## src/rtl/cim_ctrl_pkg.sv

```systemverilog
// Shared encodings and defaults for the compute-in-memory command sequencer.
package cim_ctrl_pkg;

    localparam int DEF_ACT_W  = 8;
    localparam int DEF_PSUM_W = 12;
    localparam int N_BANK     = 16;

    localparam logic OP_MAC    = 1'b0;
    localparam logic OP_SEARCH = 1'b1;

    typedef enum logic [1:0] {
        ST_IDLE,
        ST_ISSUE,
        ST_DRAIN,
        ST_DONE
    } state_e;

endpackage

```

## src/rtl/cim_bitplane_sel.sv

```systemverilog
// Picks bit-plane `plane` out of the 16 packed activations, one bit per bank.
module cim_bitplane_sel
    import cim_ctrl_pkg::*;
#(
    parameter int ACT_W = DEF_ACT_W,
    parameter int PW    = (ACT_W > 1) ? $clog2(ACT_W) : 1
) (
    input  logic [N_BANK*ACT_W-1:0] act,
    input  logic [PW-1:0]           plane,
    output logic [N_BANK-1:0]       bits
);

    for (genvar k = 0; k < N_BANK; k++) begin : g_bank
        logic [ACT_W-1:0] a;
        assign a       = act[k*ACT_W +: ACT_W];
        assign bits[k] = a[plane];
    end

endmodule

```

## src/rtl/cim_mac_seq.sv

```systemverilog
// One-command-at-a-time sequencer: streams activation bit-planes to the array
// and shift-accumulates the returned partial sums into a single result.
module cim_mac_seq
    import cim_ctrl_pkg::*;
#(
    parameter int ACT_W  = DEF_ACT_W,
    parameter int PSUM_W = DEF_PSUM_W,
    parameter int ACC_W  = PSUM_W + ACT_W
) (
    input  logic                    clk,
    input  logic                    rst,
    input  logic                    cmd_valid,
    output logic                    cmd_ready,
    input  logic                    cmd_op,
    input  logic [N_BANK*ACT_W-1:0] cmd_act,
    input  logic [7:0]              cmd_col,
    output logic                    mac_en,
    output logic [7:0]              col_mux,
    output logic [N_BANK-1:0]       data_in,
    input  logic                    psum_vld,
    input  logic [PSUM_W-1:0]       psum,
    output logic                    res_valid,
    input  logic                    res_ready,
    output logic [ACC_W-1:0]        res_data,
    output logic                    res_op,
    output logic                    err
);

    localparam int CW = $clog2(ACT_W + 1);
    localparam int PW = (ACT_W > 1) ? $clog2(ACT_W) : 1;

    state_e                    state_q, state_d;
    logic                      op_q, op_d;
    logic [N_BANK*ACT_W-1:0]   act_q, act_d;
    logic [CW-1:0]             iss_q, iss_d;
    logic [CW-1:0]             ret_q, ret_d;
    logic [ACC_W-1:0]          acc_q, acc_d;
    logic                      mac_en_q, mac_en_d;
    logic [7:0]                col_mux_q, col_mux_d;
    logic [N_BANK-1:0]         data_in_q, data_in_d;
    logic                      res_valid_q, res_valid_d;
    logic                      err_q, err_d;

    logic [N_BANK*ACT_W-1:0]   sel_act;
    logic [PW-1:0]             sel_plane;
    logic [N_BANK-1:0]         plane_bits;
    logic [CW-1:0]             n_issue;
    logic                      hs;
    logic                      psum_take;

    assign cmd_ready = (state_q == ST_IDLE);
    assign hs        = cmd_valid && cmd_ready;
    assign n_issue   = (op_q == OP_SEARCH) ? CW'(1) : CW'(ACT_W);

    // Plane 0 must be registered on the accept edge, before act_q holds the command.
    assign sel_act   = (state_q == ST_IDLE) ? cmd_act : act_q;
    assign sel_plane = (state_q == ST_IDLE) ? '0 : PW'(iss_q);

    assign psum_take = psum_vld && (state_q == ST_ISSUE || state_q == ST_DRAIN)
                       && (ret_q < n_issue);

    cim_bitplane_sel #(.ACT_W(ACT_W), .PW(PW)) u_sel (
        .act   (sel_act),
        .plane (sel_plane),
        .bits  (plane_bits)
    );

    always_comb begin
        state_d   = state_q;
        op_d      = op_q;
        act_d     = act_q;
        iss_d     = iss_q;
        ret_d     = ret_q;
        acc_d     = acc_q;
        mac_en_d  = 1'b0;
        col_mux_d = '0;
        data_in_d = '0;
        err_d     = err_q | (psum_vld && !psum_take);

        if (psum_take) begin
            ret_d = ret_q + CW'(1);
            acc_d = (op_q == OP_SEARCH) ? ACC_W'(psum)
                                        : acc_q + (ACC_W'(psum) << ret_q);
        end

        case (state_q)
            ST_IDLE: begin
                if (hs) begin
                    op_d    = cmd_op;
                    act_d   = cmd_act;
                    acc_d   = '0;
                    ret_d   = '0;
                    iss_d   = CW'(1);
                    state_d = ST_ISSUE;
                    if (cmd_op == OP_SEARCH) begin
                        col_mux_d = cmd_col;
                    end else begin
                        mac_en_d  = 1'b1;
                        data_in_d = plane_bits;
                    end
                end
            end
            ST_ISSUE: begin
                if (iss_q < n_issue) begin
                    iss_d     = iss_q + CW'(1);
                    mac_en_d  = 1'b1;
                    data_in_d = plane_bits;
                end else begin
                    // A return landing on this same edge may already complete the set.
                    state_d = (ret_d == n_issue) ? ST_DONE : ST_DRAIN;
                end
            end
            ST_DRAIN: begin
                if (ret_d == n_issue) state_d = ST_DONE;
            end
            ST_DONE: begin
                if (res_ready) state_d = ST_IDLE;
            end
            default: state_d = ST_IDLE;
        endcase

        res_valid_d = (state_d == ST_DONE);
    end

    always_ff @(posedge clk) begin
        if (rst) begin
            state_q     <= ST_IDLE;
            op_q        <= OP_MAC;
            act_q       <= '0;
            iss_q       <= '0;
            ret_q       <= '0;
            acc_q       <= '0;
            mac_en_q    <= 1'b0;
            col_mux_q   <= '0;
            data_in_q   <= '0;
            res_valid_q <= 1'b0;
            err_q       <= 1'b0;
        end else begin
            state_q     <= state_d;
            op_q        <= op_d;
            act_q       <= act_d;
            iss_q       <= iss_d;
            ret_q       <= ret_d;
            acc_q       <= acc_d;
            mac_en_q    <= mac_en_d;
            col_mux_q   <= col_mux_d;
            data_in_q   <= data_in_d;
            res_valid_q <= res_valid_d;
            err_q       <= err_d;
        end
    end

    assign mac_en    = mac_en_q;
    assign col_mux   = col_mux_q;
    assign data_in   = data_in_q;
    assign res_valid = res_valid_q;
    assign res_data  = acc_q;
    assign res_op    = op_q;
    assign err       = err_q;

endmodule

```

## config.mk

```make
export PLATFORM = sky130hd
export DESIGN_NAME = cim_mac_seq
export DESIGN_NICKNAME = d
export VERILOG_FILES = /design/src/rtl/cim_ctrl_pkg.sv /design/src/rtl/cim_bitplane_sel.sv /design/src/rtl/cim_mac_seq.sv
export SDC_FILE = /design/constraint.sdc
export NUM_CORES = 1
export LEC_CHECK = 0
export CAP_MARGIN = 15
export CORE_AREA = 2 2 127 153
export DETAILED_ROUTE_END_ITERATION = 7
export DIE_AREA = 0 0 129 155
export PLACE_DENSITY = 0.78
export SLEW_MARGIN = 30
export SYNTH_ARGS = -nofsm -noshare
export SYNTH_HDL_FRONTEND = slang
export SYNTH_SLANG_ARGS = --single-unit
```

## constraint.sdc

```tcl
create_clock -name clk -period 8.3 [get_ports clk]
set_clock_uncertainty 0.1 [all_clocks]
set_input_delay 0.83 -clock clk [delete_from_list [all_inputs] [get_ports clk]]
set_output_delay 0.83 -clock clk [all_outputs]
set_load 0.02 [all_outputs]
```

==> reports/qor.csv, run 1 <==
stage,metric,value,unit
routing,post-DR wirelength/cell,15.8,um
worst_setup_path,Max Fanout on Critical Path,5,
synth,post-synthesis net count,1285,
outcome,outcome,completed,
timing,final max-slew violation count,0,
timing,slew margin rel.,37.0,%
cells_and_area,most frequent cells in the layout,"316 x nand2_1, 201 x clkdlybuf4s50_1, 183 x dfxtp_1",
worst_setup_path,Critical Path Source Type,input pin,
die,chip width,129,um
clock_tree,worst-case clock buffer depth,2,
worst_setup_path,origin of the critical flop-to-flop path,ret_q[0]$_SDFF_PP0_,
timing,Period minus WS final,4180,ps
global_route,grt ovf,0,
synth,Netlist cell types,61,
clock_tree,# hold bufs at CTS,0,
synth,cell count after synthesis,1103,
clock_tree,Worst-path clk slew,80,ps
die,Initial Util,48.7,%
clock_tree,post-CTS sizing,0,
worst_setup_path,critical path endpoint category,flip-flop,
pwr,Static Leak,4.43,nW
global_route,vias in the first global route,7808,
worst_setup_path,r2r worst-path depth,11,
timing,Fin. Hold Viols,0,
synth,synth warn,0,
pwr,"IR drop worst, VDD",140,uV
cells_and_area,Fillers,1609,
worst_setup_path,reg-to-reg setup timing slack,4200,ps
pwr,pwr dens,187,nW/um^2
synth,sequential element share of the synthesized area,41.0,%
global_route,antenna violations before repair,1,
min_path,Hold Crit Class,flip-flop to flip-flop,
place,routability congestion estimate,0.907,
worst_setup_path,Setup Crit Path Kind,input pin to flip-flop,
worst_setup_path,CP Capture Point,res_data[14]$_SDFF_PP0_,
die,core area,18600,um^2
timing,final setup vio count,0,
worst_setup_path,crit path launch,psum[1],
global_route,first-pass GRT wire length,38400,um
synth,cell taking the most area after synthesis,dfxtp_1,
timing,Fmax,0.239,GHz
cells_and_area,layout cell share with drive strength beyond 1,7.72,%
worst_setup_path,Worst R2R End,res_data[14]$_SDFF_PP0_,
routing,drt pass-1 iters,5,
synth,Syn Area/Cell,8.24,um^2
synth,"FF+latch count, synth",186,
routing,post-route ant nets,0,
routing,drt initial violations,688,
die,num rows,55,
die,Top-Level Pins,203,
clock_tree,clock sink count,186,
cells_and_area,Final nets,1439,
clock_tree,CTS root buffer,clkbuf_16,
synth,Synth top area share,41.0,%
synth,ys flop type,dfxtp_1,
timing,worst hold slack,352,ps
synth,ranking of synthesized cells by area,"dfxtp_1 41%, nand2_1 13%, a21oi_1 9.6%, mux4_2 8.2%, ha_1 3.7%",
place,Port Buf Inserts,202,
routing,vias after detailed routing,8231,
die,Die Area,20000,um^2
die,chip height,155,um
clock_tree,H-tree levels,4,
timing,Tcrit/Tclk final,50.4,%
place,Post-DP HPWL,16300,um
synth,share of flip-flops with an asynchronous set or reset,0,%
synth,mapped cell area,9090,um^2
clock_tree,CTS Buf Count,17,
global_route,Overall Global Routing Usage,24.1,%
synth,number of flops mapped to enable cells by yosys,0,
global_route,largest net degree at the start of global routing,103,
timing,RSZ-0062 raised after global routing,no,
worst_setup_path,critical path arrival,4390,ps
clock_tree,CTS tree,done,
clock_tree,post-CTS setup buffer count,0,
timing,transition time of the tightest slew-check pin,945,ps
cells_and_area,P&R area growth vs syn,30.0,%
clock_tree,clk_lat worst skew,430,ps
routing,DRT Wirelength,24100,um
routing,DRC viols,0,
routing,Via density,5.39,
cells_and_area,"commonest non-fill, non-tap cell in the layout",nand2_1,
run,MaxCap Viol Count,0,
timing,setup TNS,0,ps
worst_setup_path,"Data required, critical path",8510,ps
-- worst min-delay path by stage --
stage	from	to	cells after the start
floorplan	act_q[100]$_SDFFE_PP0P_	act_q[100]$_SDFFE_PP0P_	2
global placement	act_q[90]$_SDFFE_PP0P_	act_q[90]$_SDFFE_PP0P_	2
detailed placement	act_q[76]$_SDFFE_PP0P_	act_q[76]$_SDFFE_PP0P_	2
CTS	act_q[126]$_SDFFE_PP0P_	act_q[126]$_SDFFE_PP0P_	2
global route	act_q[109]$_SDFFE_PP0P_	act_q[109]$_SDFFE_PP0P_	2
finish	act_q[76]$_SDFFE_PP0P_	act_q[76]$_SDFFE_PP0P_	2
-- logic make-up (layout without fill, tap and decap cells) --
logic type	count (synthesis)	count (layout)	share of synthesized area, %
flops	186	186	41.0
mux	71	71	12.6
fa+ha+maj	28	28	3.94
xor+xnor	22	22	2.29
other cells	0	1	0
buf+inv	87	254	3.84
simple gates	444	444	20.0
compound gates	265	265	16.3
-- routing by layer --
metal | wire [um] | track usage [%] | up-vias
met5 | 0 | 0 | -
met4 | 642 | 9.37 | 0
met3 | 1340 | 5.30 | 46
met2 | 12200 | 41.2 | 249
met1 | 9920 | 29.4 | 3837
li1 | - | - | 4099
-- synthesized netlist by cell type (3+ instances only) --
library cell,instances
o31ai_1,5
mux2_2,5
xor2_1,12
nand3_1,11
a211oi_1,3
inv_1,9
o21bai_1,5
ha_1,27
o21a_1,5
o211ai_1,4
xnor2_1,8
dfxtp_1,186
a21oi_1,174
clkbuf_1,56
nor2b_1,5
nor2_1,68
nand2_1,317
nand2b_1,9
buf_1,12
nand4_1,4
and2_1,11
buf_2,6
mux4_2,33
mux2i_1,31
a221oi_1,4
nor3_1,4
a21o_1,10
o21ai_0,37
-- registers in the layout, summed over array words and instances (netlist names) --
register,cells
err,1
data_in,16
iss_q,4
act_q,128
res_valid,1
mac_en,1
res_op,1
res_data,20
ret_q,4
col_mux,8
state_q,2
-- power breakdown --
group | internal (mW) | leakage (nW) | switching (mW) | total, mW
clock | 0.408 | 0.281 | 0.403 | 0.810
combinational | 0.200 | 2.62 | 0.222 | 0.422
sequential | 0.950 | 1.52 | 0.0304 | 0.980
total | 1.56 | 4.43 | 0.655 | 2.21
-- worst max-delay path, stage by stage --
cell and delay, ps:
clkdlybuf4s50_1 470, mux2_2 300, o21ai_0 310, nor3_1 80
ha_1 360, a21o_1 210, a21oi_1 240, o211ai_1 230
a221oi_1 850, o21ai_0 250, xnor2_1 170, o21ai_0 80
-- through the flow --
stage / total power [mW] / cells / setup WS, ps / area, um^2 / utilization [%]
after global placement: 1.41 / 1494 / 3800 / 11200 / 60.1
after global routing: 2.31 / 1527 / 3950 / 11800 / 63.3
after CTS: 2.23 / 1526 / 3960 / 11800 / 63.3
final: 2.21 / 1527 / 4120 / 11800 / 63.3
after floorplan: 1.26 / 1103 / 4670 / 9090 / -
after detailed placement: 1.42 / 1494 / 3760 / 11200 / 60.1
-- layout make-up --
class	instances	area [um^2]	share of cell area [%]
Antenna cell	1	2.50	0.0212
Clock buffer	17	425	3.60
Clock inverter	15	170	1.44
Inverter	11	41.3	0.350
Multi-Input combinational cell	830	5040	42.6
Sequential cell	186	3730	31.6
Tap cell	256	320	2.71
Timing Repair Buffer	211	2090	17.7
(Power assumes the default switching activity.)
==> run 2: changes to the inputs <==
Settings changed: CORE_AREA 2 2 127 153 to 2 2 132 159, DIE_AREA 0 0 129 155 to 0 0 134 161, PLACE_DENSITY 0.78 to 0.76.
Clock period 8.3 ns to 3.5 ns, I/O delays scaled along.
==> run 2 against run 1 <==
Against the previous run:
- first-iteration DRC count fell by 32%
- critical path type is now flip-flop to flip-flop
- largest cell class unchanged
- non-clock buffer count rose by 64
- clock-buffer cell count did not move
- power rose by 140%
- final cell count rose by 4.8%
==> reports/qor.csv, run 2 (synthesized netlist as in run 1, its figures left out) <==
stage,metric,value,unit
clock_tree,CTS tree,done,
worst_setup_path,critical path arrival,3580,ps
global_route,vias in the first global route,8329,
worst_setup_path,Critical Path Source Type,flip-flop,
pwr,pwr dens,437,nW/um^2
routing,Via density,5.26,
clock_tree,# hold bufs at CTS,0,
clock_tree,post-CTS setup buffer count,0,
cells_and_area,layout cell share with drive strength beyond 1,12.7,%
routing,Post-Route M1 WL,10300,um
pwr,power share of the sequential group,43.1,%
die,Top-Level Pins,203,
pwr,Comb pwr share,19.6,%
routing,DRC viols,0,
pwr,sw frac,28.5,%
cells_and_area,FF+latch area,3730,um^2
worst_setup_path,critical path endpoint category,flip-flop,
timing,final max-slew violation count,0,
worst_setup_path,reg-to-reg setup timing slack,190,ps
timing,Fmax,0.302,GHz
routing,post-route ant nets,0,
timing,final setup vio count,0,
cells_and_area,"commonest non-fill, non-tap cell in the layout",nand2_1,
global_route,Overall Global Routing Usage,23.5,%
timing,RSZ-0062 raised after global routing,no,
clock_tree,CTS Buf Count,17,
clock_tree,CTS root buffer,clkbuf_16,
pwr,Static Leak,4.77,nW
clock_tree,Worst-path clk slew,70,ps
die,Die Area,21600,um^2
min_path,Hold Path Sink,err$_SDFF_PP0_,
routing,vias after detailed routing,8414,
outcome,outcome,completed,
place,Post-DP HPWL,17800,um
clock_tree,worst-case clock buffer depth,2,
timing,Tcrit/Tclk final,94.6,%
worst_setup_path,origin of the critical flop-to-flop path,ret_q[0]$_SDFF_PP0_,
timing,slew margin rel.,45.9,%
timing,transition time of the tightest slew-check pin,812,ps
routing,drt initial violations,465,
worst_setup_path,Setup Crit Path Kind,flip-flop to flip-flop,
die,chip height,161,um
global_route,antenna violations before repair,1,
min_path,hold path start,rst,
worst_setup_path,"Data required, critical path",3770,ps
cells_and_area,Top reg by flops,act_q,
cells_and_area,Final nets,1503,
worst_setup_path,Max Fanout on Critical Path,5,
timing,Period minus WS final,3310,ps
cells_and_area,Fillers,1749,
die,core area,20000,um^2
routing,post-DR wirelength/cell,15.7,um
pwr,total power,5.41,mW
worst_setup_path,r2r worst-path depth,11,
die,Initial Util,45.3,%
clock_tree,clock sink count,186,
place,Port Buf Inserts,202,
cells_and_area,area occupied by multi-input gates,5080,um^2
routing,drt pass-1 iters,5,
cells_and_area,most frequent cells in the layout,"316 x nand2_1, 201 x clkdlybuf4s50_1, 184 x dfxtp_1",
routing,Max Used Layer,met4,
pwr,internal power,3.87,mW
pwr,Switch Pwr,1.54,mW
clock_tree,clk_lat worst skew,430,ps
cells_and_area,Largest register FFs,128,
pwr,"IR drop worst, VDD",350,uV
die,chip width,134,um
worst_setup_path,Worst R2R End,res_data[19]$_SDFF_PP0_,
cells_and_area,P&R area growth vs syn,36.3,%
pwr,Clk network pwr share,37.3,%
routing,Routed met3 length,1410,um
place,routability congestion estimate,0.903,
run,MaxCap Viol Count,0,
min_path,Worst Hold Depth,2,
global_route,largest net degree at the start of global routing,101,
die,num rows,57,
global_route,first-pass GRT wire length,40500,um
global_route,grt ovf,0,
cells_and_area,final core occ,61.8,%
routing,met2 WL,12700,um
routing,DRT Wirelength,25100,um
min_path,Hold Crit Class,input pin to flip-flop,
timing,Fin. Hold Viols,0,
clock_tree,H-tree levels,4,
-- run 2: cell count changes in the layout (fill, tap and decap cells not counted), sizes merged --
cell      before  now
clkinv         4    7
bufinv         0    2
inv           19   17
clkinvlp       3    0
buf           10   74
-- run 2: worst max-delay path by stage --
stage / end / depth (start not counted) / start
floorplan: res_data[19]$_SDFF_PP0_ / 12 / ret_q[0]$_SDFF_PP0_
global placement: res_data[19]$_SDFF_PP0_ / 12 / psum[10]
detailed placement: res_data[19]$_SDFF_PP0_ / 12 / psum[1]
CTS: res_data[19]$_SDFF_PP0_ / 11 / ret_q[0]$_SDFF_PP0_
global route: res_data[19]$_SDFF_PP0_ / 11 / ret_q[0]$_SDFF_PP0_
finish: res_data[19]$_SDFF_PP0_ / 11 / ret_q[0]$_SDFF_PP0_
-- run 2: through the flow --
stage / setup slack [ps] / cell area (um^2) / hold slack, ps / TNS [ps] / std cells
floorplan: 34.0 / 9090 / 333 / 0 / 1103
global placement: -165 / 11700 / 339 / -516 / 1567
detailed placement: -207 / 11700 / 345 / -773 / 1567
CTS: 68.1 / 12300 / 214 / 0 / 1599
global route: 23.8 / 12400 / 227 / 0 / 1600
finish: 190 / 12400 / 239 / 0 / 1600
-- run 2: layout make-up --
type	instances	area share (%)
Multi-Input combinational cell	830	41.0
Inverter	11	0.333
Tap cell	265	2.68
Antenna cell	1	0.0202
Clock buffer	17	3.44
Timing Repair Buffer	275	20.8
Sequential cell	186	30.1
Clock inverter	15	1.62
-- run 2: layer usage --
metal  track usage [%]  up-vias
li1                  -     4217
met1              28.0     3893
met2              41.2      258
met3              4.96       46
met4              9.43        0
met5                 0        -
-- run 2: power by group through the flow --
stage | Clock (mW) | Combinational [mW] | Sequential [mW]
floorplan | 0 | 0.603 | 2.38
global placement | 0 | 1.04 | 2.38
finish | 2.02 | 1.06 | 2.33
detailed placement | 0 | 1.05 | 2.38
CTS | 2.05 | 1.06 | 2.33
global route | 2.14 | 1.17 | 2.35
-- run 2: what timing repair did --
item / CTS / global route
pin swaps: 0 / 1
gates resized for setup: 2 / 15
endpoints found under the setup margin: 2 / 7
-- run 2: critical path, stage by stage (launching register included) --
cell,delay [ps]
dfxtp_4,390
mux2_2,350
nand2_1,60
o21ai_0,110
mux4_2,500
ha_1,310
a21oi_1,150
o21ai_0,130
a221o_1,370
or3b_1,390
a211o_1,300
nand3_1,70
==> run 3: changes to the inputs <==
Settings changed: CORE_AREA 2 2 132 159 to 2 2 178 214, DIE_AREA 0 0 134 161 to 0 0 180 216, PLACE_DENSITY 0.76 to 0.47.
==> run 3 against run 2 <==
Against the previous run:
- flip-flop and latch count unchanged
- critical path depth up 4
- power down 0.56%
- maximum frequency down 0.67%
- setup slack worse by 22 ps
- die area up 80%
- final cell count up 14%
- largest cell class unchanged
- largest power group unchanged
==> reports/qor.csv, run 3 (synthesized netlist as in run 1, its figures left out) <==
stage,metric,value,unit
timing,transition time of the tightest slew-check pin,829,ps
place,Port Buf Inserts,202,
die,core area,36700,um^2
cells_and_area,Fillers,3836,
global_route,first-pass GRT wire length,45400,um
cells_and_area,Final nets,1515,
global_route,vias in the first global route,8304,
worst_setup_path,Max Fanout on Critical Path,8,
global_route,Overall Global Routing Usage,14.8,%
cells_and_area,Top reg by flops,act_q,
clock_tree,CTS root buffer,clkbuf_16,
cells_and_area,final cell count without fillers,1822,
timing,Setup WS post-layout,168,ps
place,placed cell count,1787,
timing,worst hold slack,265,ps
worst_setup_path,critical path arrival,3620,ps
clock_tree,H-tree levels,4,
routing,Via density,4.61,
routing,post-route ant nets,0,
pwr,Static Leak,4.83,nW
routing,DRT Wirelength,29200,um
clock_tree,clock sink count,186,
clock_tree,CTS Buf Count,17,
timing,Fin. Hold Viols,0,
timing,slew margin rel.,44.7,%
timing,final setup vio count,0,
clock_tree,Worst-path clk slew,80,ps
clock_tree,worst-case clock buffer depth,2,
die,chip width,180,um
outcome,outcome,completed,
global_route,largest net degree at the start of global routing,133,
timing,Fmax,0.300,GHz
cells_and_area,final core occ,34.8,%
global_route,grt ovf,0,
worst_setup_path,Setup Crit Path Kind,flip-flop to flip-flop,
timing,final max-slew violation count,0,
min_path,Worst Hold Depth,2,
timing,Tcrit/Tclk final,95.2,%
cells_and_area,"commonest non-fill, non-tap cell in the layout",nand2_1,
timing,Period minus WS final,3330,ps
worst_setup_path,CP max-delay cell,dfxtp_4,
worst_setup_path,slowest cell delay on critical path,410,ps
worst_setup_path,worst-path cell chain,buf_8 -> mux2i_4 -> a21oi_1 -> buf_4 -> nand2_1 -> nand2_1 -> nand2_1 -> o21ai_0 -> ha_1 -> a21o_1 -> a21o_1 -> a221o_1 -> or3b_1 -> a211o_1 -> nand3_1,
clock_tree,CTS tree,done,
die,num rows,77,
place,routability congestion estimate,0.830,
clock_tree,clk_lat worst skew,440,ps
routing,post-DR wirelength/cell,16.0,um
die,Top-Level Pins,203,
cells_and_area,Largest register FFs,128,
die,Initial Util,24.8,%
place,Post-DP HPWL,20500,um
routing,drt initial violations,500,
pwr,"IR drop worst, VDD",292,uV
worst_setup_path,r2r worst-path depth,15,
place,post-place instance area,12100,um^2
worst_setup_path,"Data required, critical path",3780,ps
cells_and_area,area occupied by multi-input gates,5100,um^2
cells_and_area,FF+latch area,3730,um^2
cells_and_area,P&R area growth vs syn,40.7,%
place,Place WS,-254,ps
routing,drt pass-1 iters,5,
worst_setup_path,reg-to-reg setup timing slack,170,ps
cells_and_area,most frequent cells in the layout,"316 x nand2_1, 201 x clkdlybuf4s50_1, 183 x dfxtp_1",
min_path,Hold Crit Class,input pin to flip-flop,
worst_setup_path,Critical Path Source Type,flip-flop,
global_route,antenna violations before repair,3,
routing,DRC viols,0,
die,Die Area,38900,um^2
cells_and_area,layout cell share with drive strength beyond 1,13.6,%
run,MaxCap Viol Count,0,
cells_and_area,Final Instance Area,12800,um^2
worst_setup_path,Worst path most repeated cell,nand2_1,
pwr,pwr dens,421,nW/um^2
die,chip height,216,um
routing,vias after detailed routing,8406,
worst_setup_path,critical path endpoint category,flip-flop,
run 3: cell type report:
class / count / share of cell area (%)
Multi-Input combinational cell: 830 / 39.9
Sequential cell: 186 / 29.2
Timing Repair Buffer: 287 / 21.4
Tap cell: 474 / 4.64
Clock buffer: 18 / 3.36
Clock inverter: 14 / 1.17
Inverter: 11 / 0.323
Antenna cell: 2 / 0.0391
run 3: timing repair:
action,4_1_cts,5_1_grt
hold endpoints to repair,0,0
endpoints found under the setup margin,10,10
gates resized for setup,3,20
setup buffers,0,1
hold buffers,0,0
pin swaps,0,2
run 3: metrics by stage:
stage                     setup TNS (ps)  power, mW
final                                  0       5.38
after global routing               -1.63       5.68
after CTS                              0       5.47
after detailed placement           -1700       3.50
after global placement             -1670       3.50
after floorplan                        0       2.99
run 3: report_power, final:
group	total, mW	leakage, nW	internal [mW]	switching (mW)
Sequential	2.34	1.52	2.25	0.0850
Clock	1.94	0.277	0.958	0.978
Combinational	1.11	3.03	0.550	0.561
Total	5.38	4.83	3.76	1.62
run 3: critical path: cells and delay by family (launching register included):
family / cells / cell delay (ps)
DFF: 1 / 410
and+or+nand+nor: 5 / 640
muxes: 1 / 240
adders and majority gates: 1 / 360
buffers and inverters: 2 / 320
AOI/OAI and AO/OA: 6 / 1190
run 3: path summary, 6_finish.rpt:
path | from | end
setup / recovery | ret_q[0]$_SDFF_PP0_ | res_data[19]$_SDFF_PP0_
hold / removal | rst | act_q[34]$_SDFFE_PP0P_
setup reg to reg | ret_q[0]$_SDFF_PP0_ | res_data[19]$_SDFF_PP0_
hold reg to reg | act_q[122]$_SDFFE_PP0P_ | act_q[122]$_SDFFE_PP0P_
run 3: per-layer routing:
metal  routed length (um)  global-route usage [%]  up-vias
met5                   24                       0        -
met4                  235                    3.69        4
met3                 1450                    3.37       17
met2                14500                    25.6      205
met1                13000                    18.6     3939
li1                     -                       -     4241
